[src/rtl/signed_mult_pipe.sv]
`default_nettype none
// ============================================================================
// Module   : signed_mult_pipe
// Purpose  : Fully pipelined signed fixed-point multiplier with valid/ready
//            handshake, round-half-away-from-zero scaling and saturation.
// Revision : 1.0 - initial release
// ============================================================================
module signed_mult_pipe #(
    parameter int WIDTH       = 16,
    parameter int FRAC        = 0,
    parameter int OUT_WIDTH   = 32,
    parameter int ROUND       = 1,
    parameter int MULT_STAGES = 2
) (
    input  logic                 CLK,
    input  logic                 RSTN,
    input  logic                 in_valid,
    output logic                 in_ready,
    input  logic [WIDTH-1:0]     A,
    input  logic [WIDTH-1:0]     B,
    output logic                 out_valid,
    input  logic                 out_ready,
    output logic [OUT_WIDTH-1:0] P,
    output logic                 ovf
);

    localparam int c_prod_w  = 2 * WIDTH;
    localparam int c_q_w     = 2 * WIDTH + 1;
    localparam int c_half    = WIDTH / 2;
    localparam int c_lo_w    = WIDTH + c_half;
    localparam int c_rnd_sh  = (FRAC > 0) ? FRAC - 1 : 0;

    localparam logic [c_q_w-1:0] c_round   = (ROUND != 0 && FRAC > 0) ?
                                             (c_q_w'(1) << c_rnd_sh) : '0;
    localparam logic [c_q_w-1:0] c_neg_mag = c_q_w'(1) << (OUT_WIDTH - 1);
    localparam logic [c_q_w-1:0] c_pos_max = c_neg_mag - c_q_w'(1);

    // ------------------------------------------------------------------
    // Handshake: one global advance enable, stall only when output is held
    // ------------------------------------------------------------------
    logic w_stall;
    logic w_adv;
    logic r_out_valid;

    assign w_stall   = r_out_valid & ~out_ready;
    assign w_adv     = ~w_stall;
    assign in_ready  = w_adv;
    assign out_valid = r_out_valid;

    // ------------------------------------------------------------------
    // Valid chain (the only reset state besides the output register)
    // ------------------------------------------------------------------
    logic                   r_s0_valid;
    logic [MULT_STAGES-1:0] r_m_valid;
    logic                   r_sf_valid;
    logic [OUT_WIDTH-1:0]   r_p;
    logic                   r_ovf;
    logic [OUT_WIDTH-1:0]   w_p;
    logic                   w_ovf;

    always_ff @(posedge CLK) begin
        if (!RSTN) begin
            r_s0_valid  <= 1'b0;
            r_m_valid   <= '0;
            r_sf_valid  <= 1'b0;
            r_out_valid <= 1'b0;
            r_p         <= '0;
            r_ovf       <= 1'b0;
        end else if (w_adv) begin
            r_s0_valid   <= in_valid;
            r_m_valid[0] <= r_s0_valid;
            for (int i = 1; i < MULT_STAGES; i++) begin
                r_m_valid[i] <= r_m_valid[i-1];
            end
            r_sf_valid  <= r_m_valid[MULT_STAGES-1];
            r_out_valid <= r_sf_valid;
            // Holding P through bubbles keeps it free of stale data
            if (r_sf_valid) begin
                r_p   <= w_p;
                r_ovf <= w_ovf;
            end
        end
    end

    assign P   = r_p;
    assign ovf = r_ovf;

    // ------------------------------------------------------------------
    // S0: sign and magnitude capture
    // ------------------------------------------------------------------
    logic [WIDTH-1:0] w_mag_a;
    logic [WIDTH-1:0] w_mag_b;
    logic [WIDTH-1:0] r_s0_mag_a;
    logic [WIDTH-1:0] r_s0_mag_b;
    logic             r_s0_sign;

    // The most negative operand maps to 100..0, exact as an unsigned value
    assign w_mag_a = A[WIDTH-1] ? -A : A;
    assign w_mag_b = B[WIDTH-1] ? -B : B;

    always_ff @(posedge CLK) begin
        if (w_adv) begin
            r_s0_mag_a <= w_mag_a;
            r_s0_mag_b <= w_mag_b;
            r_s0_sign  <= A[WIDTH-1] ^ B[WIDTH-1];
        end
    end

    // ------------------------------------------------------------------
    // Unsigned magnitude multiplier, MULT_STAGES registers deep
    // ------------------------------------------------------------------
    logic [MULT_STAGES-1:0] r_m_sign;
    logic [c_prod_w-1:0]    w_mult_out;

    always_ff @(posedge CLK) begin
        if (w_adv) begin
            r_m_sign[0] <= r_s0_sign;
            for (int i = 1; i < MULT_STAGES; i++) begin
                r_m_sign[i] <= r_m_sign[i-1];
            end
        end
    end

    generate
        if (MULT_STAGES >= 2) begin : g_split
            // Two half-width partial products, then an aligned sum
            logic [c_lo_w-1:0]   r_pp_lo;
            logic [c_prod_w-1:0] r_pp_hi;
            logic [c_prod_w-1:0] r_prod_pipe [MULT_STAGES-1];

            always_ff @(posedge CLK) begin
                if (w_adv) begin
                    r_pp_lo <= c_lo_w'(r_s0_mag_a) * c_lo_w'(r_s0_mag_b[c_half-1:0]);
                    r_pp_hi <= c_prod_w'(r_s0_mag_a) * c_prod_w'(r_s0_mag_b[WIDTH-1:c_half]);
                    r_prod_pipe[0] <= c_prod_w'(r_pp_lo) + (r_pp_hi << c_half);
                    for (int i = 1; i < MULT_STAGES - 1; i++) begin
                        r_prod_pipe[i] <= r_prod_pipe[i-1];
                    end
                end
            end

            assign w_mult_out = r_prod_pipe[MULT_STAGES-2];
        end else begin : g_single
            logic [c_prod_w-1:0] r_prod;

            always_ff @(posedge CLK) begin
                if (w_adv) begin
                    r_prod <= c_prod_w'(r_s0_mag_a) * c_prod_w'(r_s0_mag_b);
                end
            end

            assign w_mult_out = r_prod;
        end
    endgenerate

    // ------------------------------------------------------------------
    // S_F: rounding and scaling with one spare carry bit
    // ------------------------------------------------------------------
    logic [c_q_w-1:0] w_sum;
    logic [c_q_w-1:0] w_q;
    logic [c_q_w-1:0] r_sf_q;
    logic             r_sf_sign;

    assign w_sum = {1'b0, w_mult_out} + c_round;
    assign w_q   = w_sum >> FRAC;

    always_ff @(posedge CLK) begin
        if (w_adv) begin
            r_sf_q    <= w_q;
            r_sf_sign <= r_m_sign[MULT_STAGES-1];
        end
    end

    // Saturation is decided on the magnitude, before the sign is applied
    always_comb begin
        w_ovf = 1'b0;
        w_p   = r_sf_q[OUT_WIDTH-1:0];
        if (!r_sf_sign && (r_sf_q > c_pos_max)) begin
            w_p   = {1'b0, {(OUT_WIDTH-1){1'b1}}};
            w_ovf = 1'b1;
        end else if (r_sf_sign && (r_sf_q > c_neg_mag)) begin
            w_p   = {1'b1, {(OUT_WIDTH-1){1'b0}}};
            w_ovf = 1'b1;
        end else if (r_sf_sign) begin
            w_p   = -r_sf_q[OUT_WIDTH-1:0];
        end
    end

endmodule
`default_nettype wire

[config.mk]
export PLATFORM = sky130hd
export DESIGN_NAME = signed_mult_pipe
export DESIGN_NICKNAME = d
export VERILOG_FILES = /design/src/rtl/signed_mult_pipe.sv
export SDC_FILE = /design/constraint.sdc
export NUM_CORES = 1
export LEC_CHECK = 0
export BUFFER_PORTS_ARGS = -buffer_cell sky130_fd_sc_hd__buf_2
export CAP_MARGIN = 20
export CORE_MARGIN = 2
export CORE_UTILIZATION = 64
export DETAILED_ROUTE_END_ITERATION = 10
export PLACE_DENSITY = 0.82
export SLEW_MARGIN = 15
export SYNTH_ARGS = -nofsm -noshare
export SYNTH_HDL_FRONTEND = slang
export SYNTH_SLANG_ARGS = --single-unit
[constraint.sdc]
create_clock -name CLK -period 9.8 [get_ports CLK]
set_input_delay 1.96 -clock CLK [delete_from_list [all_inputs] [get_ports CLK]]
set_output_delay 1.96 -clock CLK [all_outputs]
set_load 0.02 [all_outputs]
==> results of run 1 <==
## metrics by stage
step | hold slack, ns | setup WS [ns] | std cells | power [W] | cell area (um2)
after floorplan | 0.400 | 0.944 | 1574 | 0.00420 | 16100
after global placement | 0.402 | 4.77 | 1918 | 0.00482 | 16600
after detailed placement | 0.405 | 4.59 | 1918 | 0.00498 | 16600
after CTS | 0.415 | 4.56 | 1950 | 0.00575 | 17300
after global routing | 0.418 | 4.20 | 1951 | 0.00632 | 17300
final | 0.413 | 4.49 | 1951 | 0.00578 | 17300
## critical path: stages, from the launching register on
cell       delay [ns]
edfxtp_1         0.63
and2_1           0.29
fa_1             0.53
fa_1             0.52
fa_1             0.56
inv_1            0.06
fa_1             0.52
inv_1            0.04
ha_1             0.36
a2111oi_0        0.44
o21ai_0          0.21
a21oi_1          0.26
o21a_1           0.24
o221ai_1         0.13
a21oi_1          0.19
xnor2_1          0.09
## sequential cells by signal (all words and copies together), names as in the netlist
signal               cells
P                       32
g_split.r_prod_pipe     32
r_sf_q                  32
g_split.r_pp_hi         24
g_split.r_pp_lo         24
r_s0_mag_a              16
r_s0_mag_b              16
r_m_sign                 2
r_m_valid                2
out_valid                1
ovf                      1
r_s0_sign                1
r_s0_valid               1
r_sf_sign                1
r_sf_valid               1
## Yosys cell counts, types with 6 or more instances
cell      number
edfxtp_1     148
a211oi_1      12
nor2_1        55
inv_1        221
o21ai_0       67
nand2b_1      11
nor2b_1       12
o22ai_1        6
dfxtp_1       38
o21bai_1       6
a21oi_1       76
a21boi_0       6
a21o_1        10
clkbuf_1      49
xnor2_1       84
o41ai_1        6
nand2_1      119
xor2_1        27
ha_1         107
or3_1         12
o21a_1         8
nand4_1        7
and2_1       209
nor3_1        13
fa_1         169
nand3_1       15
o211ai_1       7
o31ai_1       16
## per-layer routing
metal	routed length [um]	vias to the layer above
met5	0	-
met4	864	0
met3	1840	61
met2	16100	373
met1	13800	5364
li1	-	5256
## where the power goes
part           switching, W  internal, W  total [W]
clock network      0.000358     0.000349   0.000707
logic               0.00205      0.00151    0.00356
registers          0.000196      0.00132    0.00152
## cells by family (layout without fill, tap and decap cells)
kind of cell | count (synthesis) | after routing
AO/OA/AOI/OAI | 244 | 244
XOR/XNOR | 111 | 111
adder cells (fa/ha/maj) | 276 | 276
buffers and inverters | 273 | 326
flip-flops | 186 | 186
multiplexers | 4 | 4
AND/OR/NAND/NOR | 480 | 480
## worst min path at each step
stage | from | to | cells after the start
3_3_place_gp | g_split.r_prod_pipe[0][24]$_DFFE_PN_ | r_sf_q[24]$_DFFE_PN_ | 0
4_1_cts | g_split.r_pp_lo[7]$_DFFE_PN_ | g_split.r_prod_pipe[0][7]$_DFFE_PN_ | 0
6_report | g_split.r_pp_lo[7]$_DFFE_PN_ | g_split.r_prod_pipe[0][7]$_DFFE_PN_ | 0
5_1_grt | g_split.r_pp_lo[0]$_DFFE_PN_ | g_split.r_prod_pipe[0][0]$_DFFE_PN_ | 0
3_5_place_dp | g_split.r_pp_lo[4]$_DFFE_PN_ | g_split.r_prod_pipe[0][4]$_DFFE_PN_ | 0
2_1_floorplan | g_split.r_pp_lo[0]$_DFFE_PN_ | g_split.r_prod_pipe[0][0]$_DFFE_PN_ | 0
## final cells by class
cell class	instances	area, um2
clock buffers	17	425
clock inverters	15	188
fillers	1776	7180
inverters	221	830
multi-input cells	1115	9840
flip-flops and latches	186	5200
well taps	324	405
repair buffers	73	393
==> impl_metrics.tcl, run 1 <==
set metrics [dict create \
    outcome "finished, final reports clean" \
    required_ns 10.01 \
    crit_path_end_kind "flip-flop" \
    synth_edf_count 148 \
    seq_area_frac_synth_pct 32.4 \
    grt_use_met1_pct 33.0 \
    slew_viol_final 0 \
    setup_violations 0 \
    synth-compound-area-share_pct 9.42 \
    synth.top_cell.area_share_pct 27.7 \
    grt_pass1_wl_mm 54.7 \
    drt_iter0_markers 802 \
    cts_buffer_depth 2 \
    start_util_pct 65.7 \
    powerDensity_mw_per_mm2 334 \
    cts_htree_levels 4 \
    drcViolationCount 0 \
    drt-total-wl_mm 32.6 \
    grt_max_degree 92 \
    critPathKind "flip-flop to flip-flop" \
    regToRegSetupSlack_ns 4.49 \
    grt_pass1_vias 11548 \
    cts_root_buf "clkbuf_16" \
    maxCapViolations 0 \
    met2_usage_pct 45.6 \
    syn_avg_cell_area_um2 10.2 \
    die_x_um 162 \
    ys.flop_type "edfxtp_1" \
    final_cell_mix "inv_1 (221), and2_1 (209), fa_1 (169)" \
    postRouteAntennaNets 0 \
    ys_ff_latch 186 \
    hpwl_mm 24.1 \
    finalHoldViolCount 0 \
    viasPerCell 5.67 \
    place.port_buffers 70 \
    peakVddDrop_mv 0.198 \
    synth_top_family_by_area "adder cells" \
    synth_xor_area_share_pct 6.05 \
    cts.repair.resized 0 \
    wl_per_cell_um 16.7 \
    fmax_mhz 188 \
    grt_remaining_overflow 0 \
    synth_top_area_cell "edfxtp_1" \
    io_pins 71 \
    cts_setup_buffers 0 \
    vias 11054 \
    syn_to_final_growth_pct 7.56 \
    drive_gt1_share_pct 7.38 \
    globalplace.congestion 0.885 \
    cts_buffers 17 \
    ys.warnings.count 0 \
    antenna_found_initial 0 \
    cp-start-kind "flip-flop" \
    cts_hold_buf 0 \
    cts_tree "yes" \
    rows 57 \
    dieArea_mm2 0.0264 \
    rsz0062_at_grt "false" \
    setup_tns_ns 0 \
    syn-num-nets 1886 \
    cp_max_fo 16 \
    cp.arrival_ns 5.51 \
    final_util_pct 70.7 \
    core_area_mm2 0.0245 \
    track_usage_pct 26.0 \
    synth_fa_ha_area_share_pct 29.4 \
    rr_worst_depth 15 \
    crit_start "r_s0_mag_b[15]$_SDFFCE_PN0N_" \
    clk_pin_slew_ns 0.08 \
    layout_commonest_cell "inv_1" \
    synth.distinct_cells 63 \
    clkLatencyLatePin_ns 0.45 \
    clock_sinks 186 \
    drt_first_pass_iters 5 \
    r2r-end "g_split.r_pp_hi[22]$_DFFE_PN_" \
    use_met3_pct 4.18 \
    ys_async_sr_fraction_pct 0 \
    busiest_layer "met2" \
    synth_mux_area_share_pct 0.257 \
    fin_crit_ns 5.31 \
    crit_path_end "g_split.r_pp_hi[22]$_DFFE_PN_" \
    syn_area_mm2 0.0161 \
    hp-class "flip-flop to flip-flop" \
    synthSimpleGateAreaFrac_pct 16.1 \
    fin_skew_ns 0.0174 \
    tightestPinTransition_ns 1.07 \
    postSynthCellCount 1574 \
    rr_startpoint "r_s0_mag_b[15]$_SDFFCE_PN0N_" \
    nets 1926 \
    finalCritPeriodShare_pct 54.1 \
    total_leakage_power_nw 7.78 \
    netlist_top_cells_area "edfxtp_1 (28%), fa_1 (21%), ha_1 (8.3%)" \
    diodes 0 \
    slew_headroom_pct 28.6 \
    die_y_um 162 \
]
Power figures use the tool's default switching activity.
==> run 2: changes to the inputs <==
--- a/config.mk
+++ b/config.mk
@@ -5,6 +5,7 @@
 export SDC_FILE = /design/constraint.sdc
 export NUM_CORES = 1
 export LEC_CHECK = 0
+export ABC_AREA = 1
 export BUFFER_PORTS_ARGS = -buffer_cell sky130_fd_sc_hd__buf_2
 export CAP_MARGIN = 20
 export CORE_MARGIN = 2
==> constraint.sdc (replaced) <==
create_clock -name CLK -period 5.1 [get_ports CLK]
set_input_delay 1.02 -clock CLK [delete_from_list [all_inputs] [get_ports CLK]]
set_output_delay 1.02 -clock CLK [all_outputs]
set_load 0.02 [all_outputs]
==> run 2 against run 1 <==
Critical endpoint is now g_split.r_pp_lo[18]$_DFFE_PN_. Setup slack lost 4.2 ns. Cell count up 31%. Register-to-register slack lost 4.2 ns. Core utilization is 0.86 points lower. Global-route usage rose by 2.5 points. Critical path type unchanged. Power is 120% higher.
==> impl_metrics.tcl, run 2 <==
set metrics [dict create \
    vias 13736 \
    final_cells 2563 \
    multi_input_area_mm2 0.0101 \
    final_cell_mix "nand2_1 (540), inv_1 (511), fa_1 (169)" \
    core_area_mm2 0.0270 \
    cts_buffers 17 \
    clock_sinks 186 \
    finalHoldViolCount 0 \
    grt_pass1_wl_mm 65.5 \
    drt_first_pass_iters 6 \
    rr_startpoint "r_s0_mag_a[3]$_DFFE_PN_" \
    final_util_pct 69.8 \
    layout_setup_ws_ns 0.266 \
    maxCapViolations 0 \
    cp_max_fo 16 \
    finalCritPeriodShare_pct 94.8 \
    ys.flop_type "edfxtp_1" \
    syn_avg_cell_area_um2 8.09 \
    dp_slack_ns 0.326 \
    dp.cells 2524 \
    critPathKind "flip-flop to flip-flop" \
    rsz0062_at_grt "false" \
    synth.distinct_cells 45 \
    synth_edf_count 148 \
    netlist_top_cells_area "edfxtp_1 (25%), fa_1 (19%), nand2_1 (12%)" \
    tightestPinTransition_ns 0.835 \
    crit_start "r_s0_mag_a[3]$_DFFE_PN_" \
    syn_to_final_growth_pct 7.07 \
    drt-total-wl_mm 39.0 \
    track_usage_pct 28.5 \
    die_x_um 170 \
    fin_crit_ns 4.83 \
    drcViolationCount 0 \
    io_pins 71 \
    diodes 0 \
    clk_pin_slew_ns 0.09 \
    setup_violations 0 \
    ys_ff_latch 186 \
    grt_pass1_vias 13801 \
    cp.arrival_ns 5.02 \
    syn-num-nets 2491 \
    outcome "finished, final reports clean" \
    globalplace.congestion 0.912 \
    hpwl_mm 30.7 \
    antenna_found_initial 0 \
    start_util_pct 65.2 \
    synth.top_cell.area_share_pct 25.2 \
    ys_async_sr_fraction_pct 0 \
    slew_viol_final 0 \
    r2r-end "g_split.r_pp_lo[18]$_DFFE_PN_" \
    cts_buffer_depth 2 \
    place.port_buffers 70 \
    required_ns 5.29 \
    fin_skew_ns 0.0231 \
    synth_most_common_cell "nand2_1" \
    dieArea_mm2 0.0289 \
    hp-class "flip-flop to flip-flop" \
    synth_top_area_cell "edfxtp_1" \
    layout_commonest_cell "nand2_1" \
    postSynthCellCount 2179 \
    synthTopCellsByCount "nand2_1 (540), inv_1 (512), fa_1 (169), edfxtp_1 (148), nor2_1 (129)" \
    cts_hold_buf 0 \
    cts_htree_levels 4 \
    crit_path_end "g_split.r_pp_lo[18]$_DFFE_PN_" \
    regToRegSetupSlack_ns 0.27 \
    hold_ws_ns 0.417 \
    setup_tns_ns 0 \
    total_leakage_power_nw 10.5 \
    rr_worst_depth 16 \
    die_y_um 170 \
    drive_gt1_share_pct 7.88 \
    seq_area_mm2 0.00520 \
    slew_headroom_pct 44.4 \
    cts_root_buf "clkbuf_16" \
    viasPerCell 5.36 \
    fmax_mhz 207 \
    seq_area_frac_synth_pct 29.5 \
    rows 60 \
    grt_max_degree 66 \
    cp-start-kind "flip-flop" \
    peakVddDrop_mv 0.422 \
    fillers 2161 \
    syn_area_mm2 0.0176 \
    powerDensity_mw_per_mm2 681 \
    crit_path_end_kind "flip-flop" \
    postRouteAntennaNets 0 \
    wl_per_cell_um 15.2 \
    grt_remaining_overflow 0 \
    clkLatencyLatePin_ns 0.45 \
    drt_iter0_markers 1189 \
    ys.warnings.count 0 \
    nets 2521 \
    cts_tree "yes" \
]
-- run 2: worst min path at each step --
stage	startpoint	endpoint	slack, ns	depth (start not counted)
floorplan	g_split.r_pp_lo[0]$_DFFE_PN_	g_split.r_prod_pipe[0][0]$_DFFE_PN_	0.40	0
global placement	g_split.r_prod_pipe[0][5]$_DFFE_PN_	r_sf_q[5]$_DFFE_PN_	0.40	0
detailed placement	g_split.r_pp_lo[2]$_DFFE_PN_	g_split.r_prod_pipe[0][2]$_DFFE_PN_	0.40	0
CTS	g_split.r_prod_pipe[0][8]$_DFFE_PN_	r_sf_q[8]$_DFFE_PN_	0.42	0
global route	g_split.r_pp_lo[3]$_DFFE_PN_	g_split.r_prod_pipe[0][3]$_DFFE_PN_	0.42	0
finish	g_split.r_prod_pipe[0][13]$_DFFE_PN_	r_sf_q[13]$_DFFE_PN_	0.42	0
-- run 2: layer usage --
layer  share of wire, %  track usage (%)  routed length (um)  up-vias
li1                   -                -                   -     6683
met1                 42             35.4               16200     6485
met2                 50             51.8               19500      489
met3                5.5             3.56                2140       79
met4                2.9             9.55                1150        0
met5                  0                0                   0        -
-- run 2: cell families (layout without fill, tap and decap cells) --
group	Yosys count	in the layout	synth area share (%)
AND/OR/NAND/NOR	827	827	19.7
buffers and inverters	598	641	13.0
adder cells (fa/ha/maj)	276	276	26.8
AO/OA/AOI/OAI	203	203	6.52
flip-flops	186	186	29.5
XOR/XNOR	89	89	4.42
-- run 2: power by group --
part           internal, W  leakage, nW  switching (W)
clock             0.000662        0.291       0.000673
sequential         0.00258         1.91       0.000404
combinational      0.00309         8.34        0.00543
total              0.00633         10.5        0.00651
-- run 2: what timing repair did --
item,4_1_cts,5_1_grt
buffers inserted,0,7
resized for setup,0,1
endpoints found under the setup margin,0,7
-- run 2: per-stage QoR --
| stage | cell area [um2] | power, W |
|---|---|---|
| global placement | 18200 | 0.0112 |
| floorplan | 17600 | 0.00926 |
| detailed placement | 18200 | 0.0113 |
| CTS | 18800 | 0.0128 |
| finish | 18900 | 0.0128 |
| global route | 18900 | 0.0142 |
-- run 2: layout make-up --
| class | count | area share [%] |
|---|---|---|
| clock buffers | 17 | 2.26 |
| clock inverters | 15 | 0.922 |
| inverters | 514 | 10.2 |
| multi-input cells | 1395 | 53.7 |
| flip-flops and latches | 186 | 27.6 |
| well taps | 341 | 2.26 |
| repair buffers | 95 | 3.05 |
-- run 2: critical path: stages, from the launching register on --
cell and delay, ns:
edfxtp_1 0.81, nand2_1 0.17, fa_1 0.54, fa_1 0.49, inv_1 0.05, fa_1 0.52
inv_1 0.05, fa_1 0.52, inv_1 0.04, ha_1 0.35, a21oi_1 0.22, a21boi_1 0.34
o21ai_1 0.16, nand3b_1 0.14, nand2_1 0.06, nand2_1 0.05, nand2_1 0.05
==> run 3: changes to the inputs <==
--- a/config.mk
+++ b/config.mk
@@ -9,9 +9,10 @@
 export BUFFER_PORTS_ARGS = -buffer_cell sky130_fd_sc_hd__buf_2
 export CAP_MARGIN = 20
 export CORE_MARGIN = 2
-export CORE_UTILIZATION = 64
+export CORE_UTILIZATION = 65
+export CTS_BUF_LIST = sky130_fd_sc_hd__clkbuf_4 sky130_fd_sc_hd__clkbuf_8
 export DETAILED_ROUTE_END_ITERATION = 10
-export PLACE_DENSITY = 0.82
+export PLACE_DENSITY = 0.83
 export SLEW_MARGIN = 15
 export SYNTH_ARGS = -nofsm -noshare
 export SYNTH_HDL_FRONTEND = slang
==> run 3 against run 2 <==
Hold slack improved by 0.0054 ns. Register-to-register slack got worse by 0.08 ns. Sequential power about the same. Power shrank 1.4%. Core utilization increased by 0.10 points. Die area down 1.5%. Count of clock-buffer cells in the layout unchanged. Critical path depth is the same. Fmax is 1.6% lower. Routed wire length grew 2.4%. Critical endpoint unchanged. First-iteration DRC count is 14% lower.
==> impl_metrics.tcl, run 3 (same netlist as run 2, synthesis figures left out) <==
set metrics [dict create \
    antenna_found_initial 1 \
    clock_sinks 186 \
    grt_pass1_vias 13950 \
    finalCritPeriodShare_pct 96.3 \
    p_switching_w 0.00656 \
    clkPwrFrac_pct 8.6 \
    drt_iter0_markers 1024 \
    slew_headroom_pct 48.4 \
    total_leakage_power_nw 10.5 \
    final_util_pct 69.9 \
    setup_violations 0 \
    drt-total-wl_mm 39.9 \
    grt_remaining_overflow 0 \
    fin_skew_ns 0.0404 \
    fillers 2086 \
    final_cell_mix "nand2_1 (540), inv_1 (511), fa_1 (169)" \
    cts_htree_levels 4 \
    crit_path_end "g_split.r_pp_lo[18]$_DFFE_PN_" \
    power.internal_w 0.00610 \
    wl_per_cell_um 15.5 \
    die_y_um 169 \
    peakVddDrop_mv 0.508 \
    cts_root_buf "clkbuf_8" \
    seqPwrFrac_pct 23.5 \
    powerDensity_mw_per_mm2 676 \
    grt_max_degree 153 \
    dp_slack_ns 0.278 \
    rr_startpoint "r_s0_mag_a[4]$_DFFE_PN_" \
    multi_input_area_mm2 0.0101 \
    rows 60 \
    postRouteAntennaNets 0 \
    r2r-end "g_split.r_pp_lo[18]$_DFFE_PN_" \
    fmax_mhz 204 \
    cts_tree "yes" \
    regToRegSetupSlack_ns 0.19 \
    start_util_pct 65.7 \
    layout_commonest_cell "nand2_1" \
    drt_first_pass_iters 7 \
    cp-start-kind "flip-flop" \
    place.port_buffers 70 \
    path_cells "nand2_1 -> fa_1 -> fa_1 -> inv_1 -> fa_1 -> inv_1 -> fa_1 -> inv_1 -> ha_1 -> a21oi_1 -> a21boi_1 -> o21ai_1 -> nand3b_1 -> nand2_1 -> nand2_1 -> nand2_1" \
    vias 13722 \
    cts_hold_buf 0 \
    drcViolationCount 0 \
    maxCapViolations 0 \
    io_pins 71 \
    globalplace.congestion 0.945 \
    die_x_um 169 \
    finalHoldViolCount 0 \
    track_usage_pct 28.9 \
    tightestPinTransition_ns 0.774 \
    hpwl_mm 30.8 \
    slew_viol_final 0 \
    clk_pin_slew_ns 0.13 \
    slowest_delay_ns 0.86 \
    clkLatencyLatePin_ns 0.49 \
    cts_buffer_depth 2 \
    drive_gt1_share_pct 8.17 \
    rr_worst_depth 16 \
    pwr-share-comb_pct 68.0 \
    seq_area_mm2 0.00520 \
    crit_start "r_s0_mag_a[4]$_DFFE_PN_" \
    critPathKind "flip-flop to flip-flop" \
    nets 2526 \
    cp.arrival_ns 5.15 \
    grt_pass1_wl_mm 65.6 \
    cts_buffers 17 \
    power.total_w 0.0127 \
    sw_frac_of_total_pct 51.8 \
    hold_ws_ns 0.422 \
    layout_setup_ws_ns 0.188 \
    crit_path_end_kind "flip-flop" \
    dieArea_mm2 0.0284 \
    required_ns 5.34 \
    core_area_mm2 0.0268 \
    outcome "finished, final reports clean" \
    hp-class "flip-flop to flip-flop" \
    fin_crit_ns 4.91 \
    viasPerCell 5.34 \
    syn_to_final_growth_pct 6.33 \
    slowest_stage "edfxtp_1" \
    cp_max_fo 16 \
    diodes 0 \
]
run 3: changes by cell type in the layout (fill, tap and decap cells not counted), moves of 4 or more:
cell,change
inv_12,+4
buf_4,+6
clkbuf_8,+17
clkbuf_16,-17
run 3: metrics by stage:
step,instances,area (um2),TNS [ns]
3_5_place_dp,2521,18200,0
6_report,2568,18700,0
2_1_floorplan,2179,17600,0
4_1_cts,2553,18600,0
5_1_grt,2568,18700,-0.0463
3_3_place_gp,2521,18200,0
run 3: critical path: cells and delay by family, from the launching register on:
kind	cells	cell delay (ns)
adder cells (fa/ha/maj)	5	2.48
AO/OA/AOI/OAI	3	0.71
AND/OR/NAND/NOR	5	0.44
buffers and inverters	3	0.15
flip-flops	1	0.86
run 3: area by class of cell:
class                   instances  area share (%)
clock inverters                15            1.10
inverters                     514            10.3
clock buffers                  17            1.25
multi-input cells            1395            54.1
well taps                     341            2.28
flip-flops and latches        186            27.8
repair buffers                100            3.21
run 3: what timing repair did:
| action | 4_1_cts | 5_1_grt |
|---|---|---|
| endpoints found under the hold margin | 0 | 0 |
| endpoints found under the setup margin | 0 | 7 |
| setup buffers | 0 | 15 |
| gates resized for setup | 0 | 1 |
run 3: routing by layer:
layer	routed length (um)	up-vias	track usage, %
li1	-	6672	-
met1	16100	6437	35.0
met2	19900	508	51.2
met3	2430	105	4.63
met4	1510	0	12.6
met5	0	-	0
run 3: power groups by stage:
| stage | clock, W | combinational (W) | sequential [W] |
|---|---|---|---|
| after floorplan | 0 | 0.00646 | 0.00280 |
| final | 0.00108 | 0.00860 | 0.00297 |
| after global routing | 0.00116 | 0.00981 | 0.00302 |
| after global placement | 0 | 0.00826 | 0.00301 |
| after detailed placement | 0 | 0.00840 | 0.00303 |
| after CTS | 0.00110 | 0.00846 | 0.00299 |
run 3: worst min path at each step:
stage	from	endpoint	slack [ns]	cells past startpoint
finish	g_split.r_prod_pipe[0][10]$_DFFE_PN_	r_sf_q[10]$_DFFE_PN_	0.42	0
detailed placement	g_split.r_prod_pipe[0][29]$_DFFE_PN_	r_sf_q[29]$_DFFE_PN_	0.40	0
global route	g_split.r_prod_pipe[0][15]$_DFFE_PN_	r_sf_q[15]$_DFFE_PN_	0.43	0
floorplan	g_split.r_pp_lo[0]$_DFFE_PN_	g_split.r_prod_pipe[0][0]$_DFFE_PN_	0.40	0
global placement	g_split.r_prod_pipe[0][11]$_DFFE_PN_	r_sf_q[11]$_DFFE_PN_	0.40	0
CTS	g_split.r_prod_pipe[0][10]$_DFFE_PN_	r_sf_q[10]$_DFFE_PN_	0.43	0
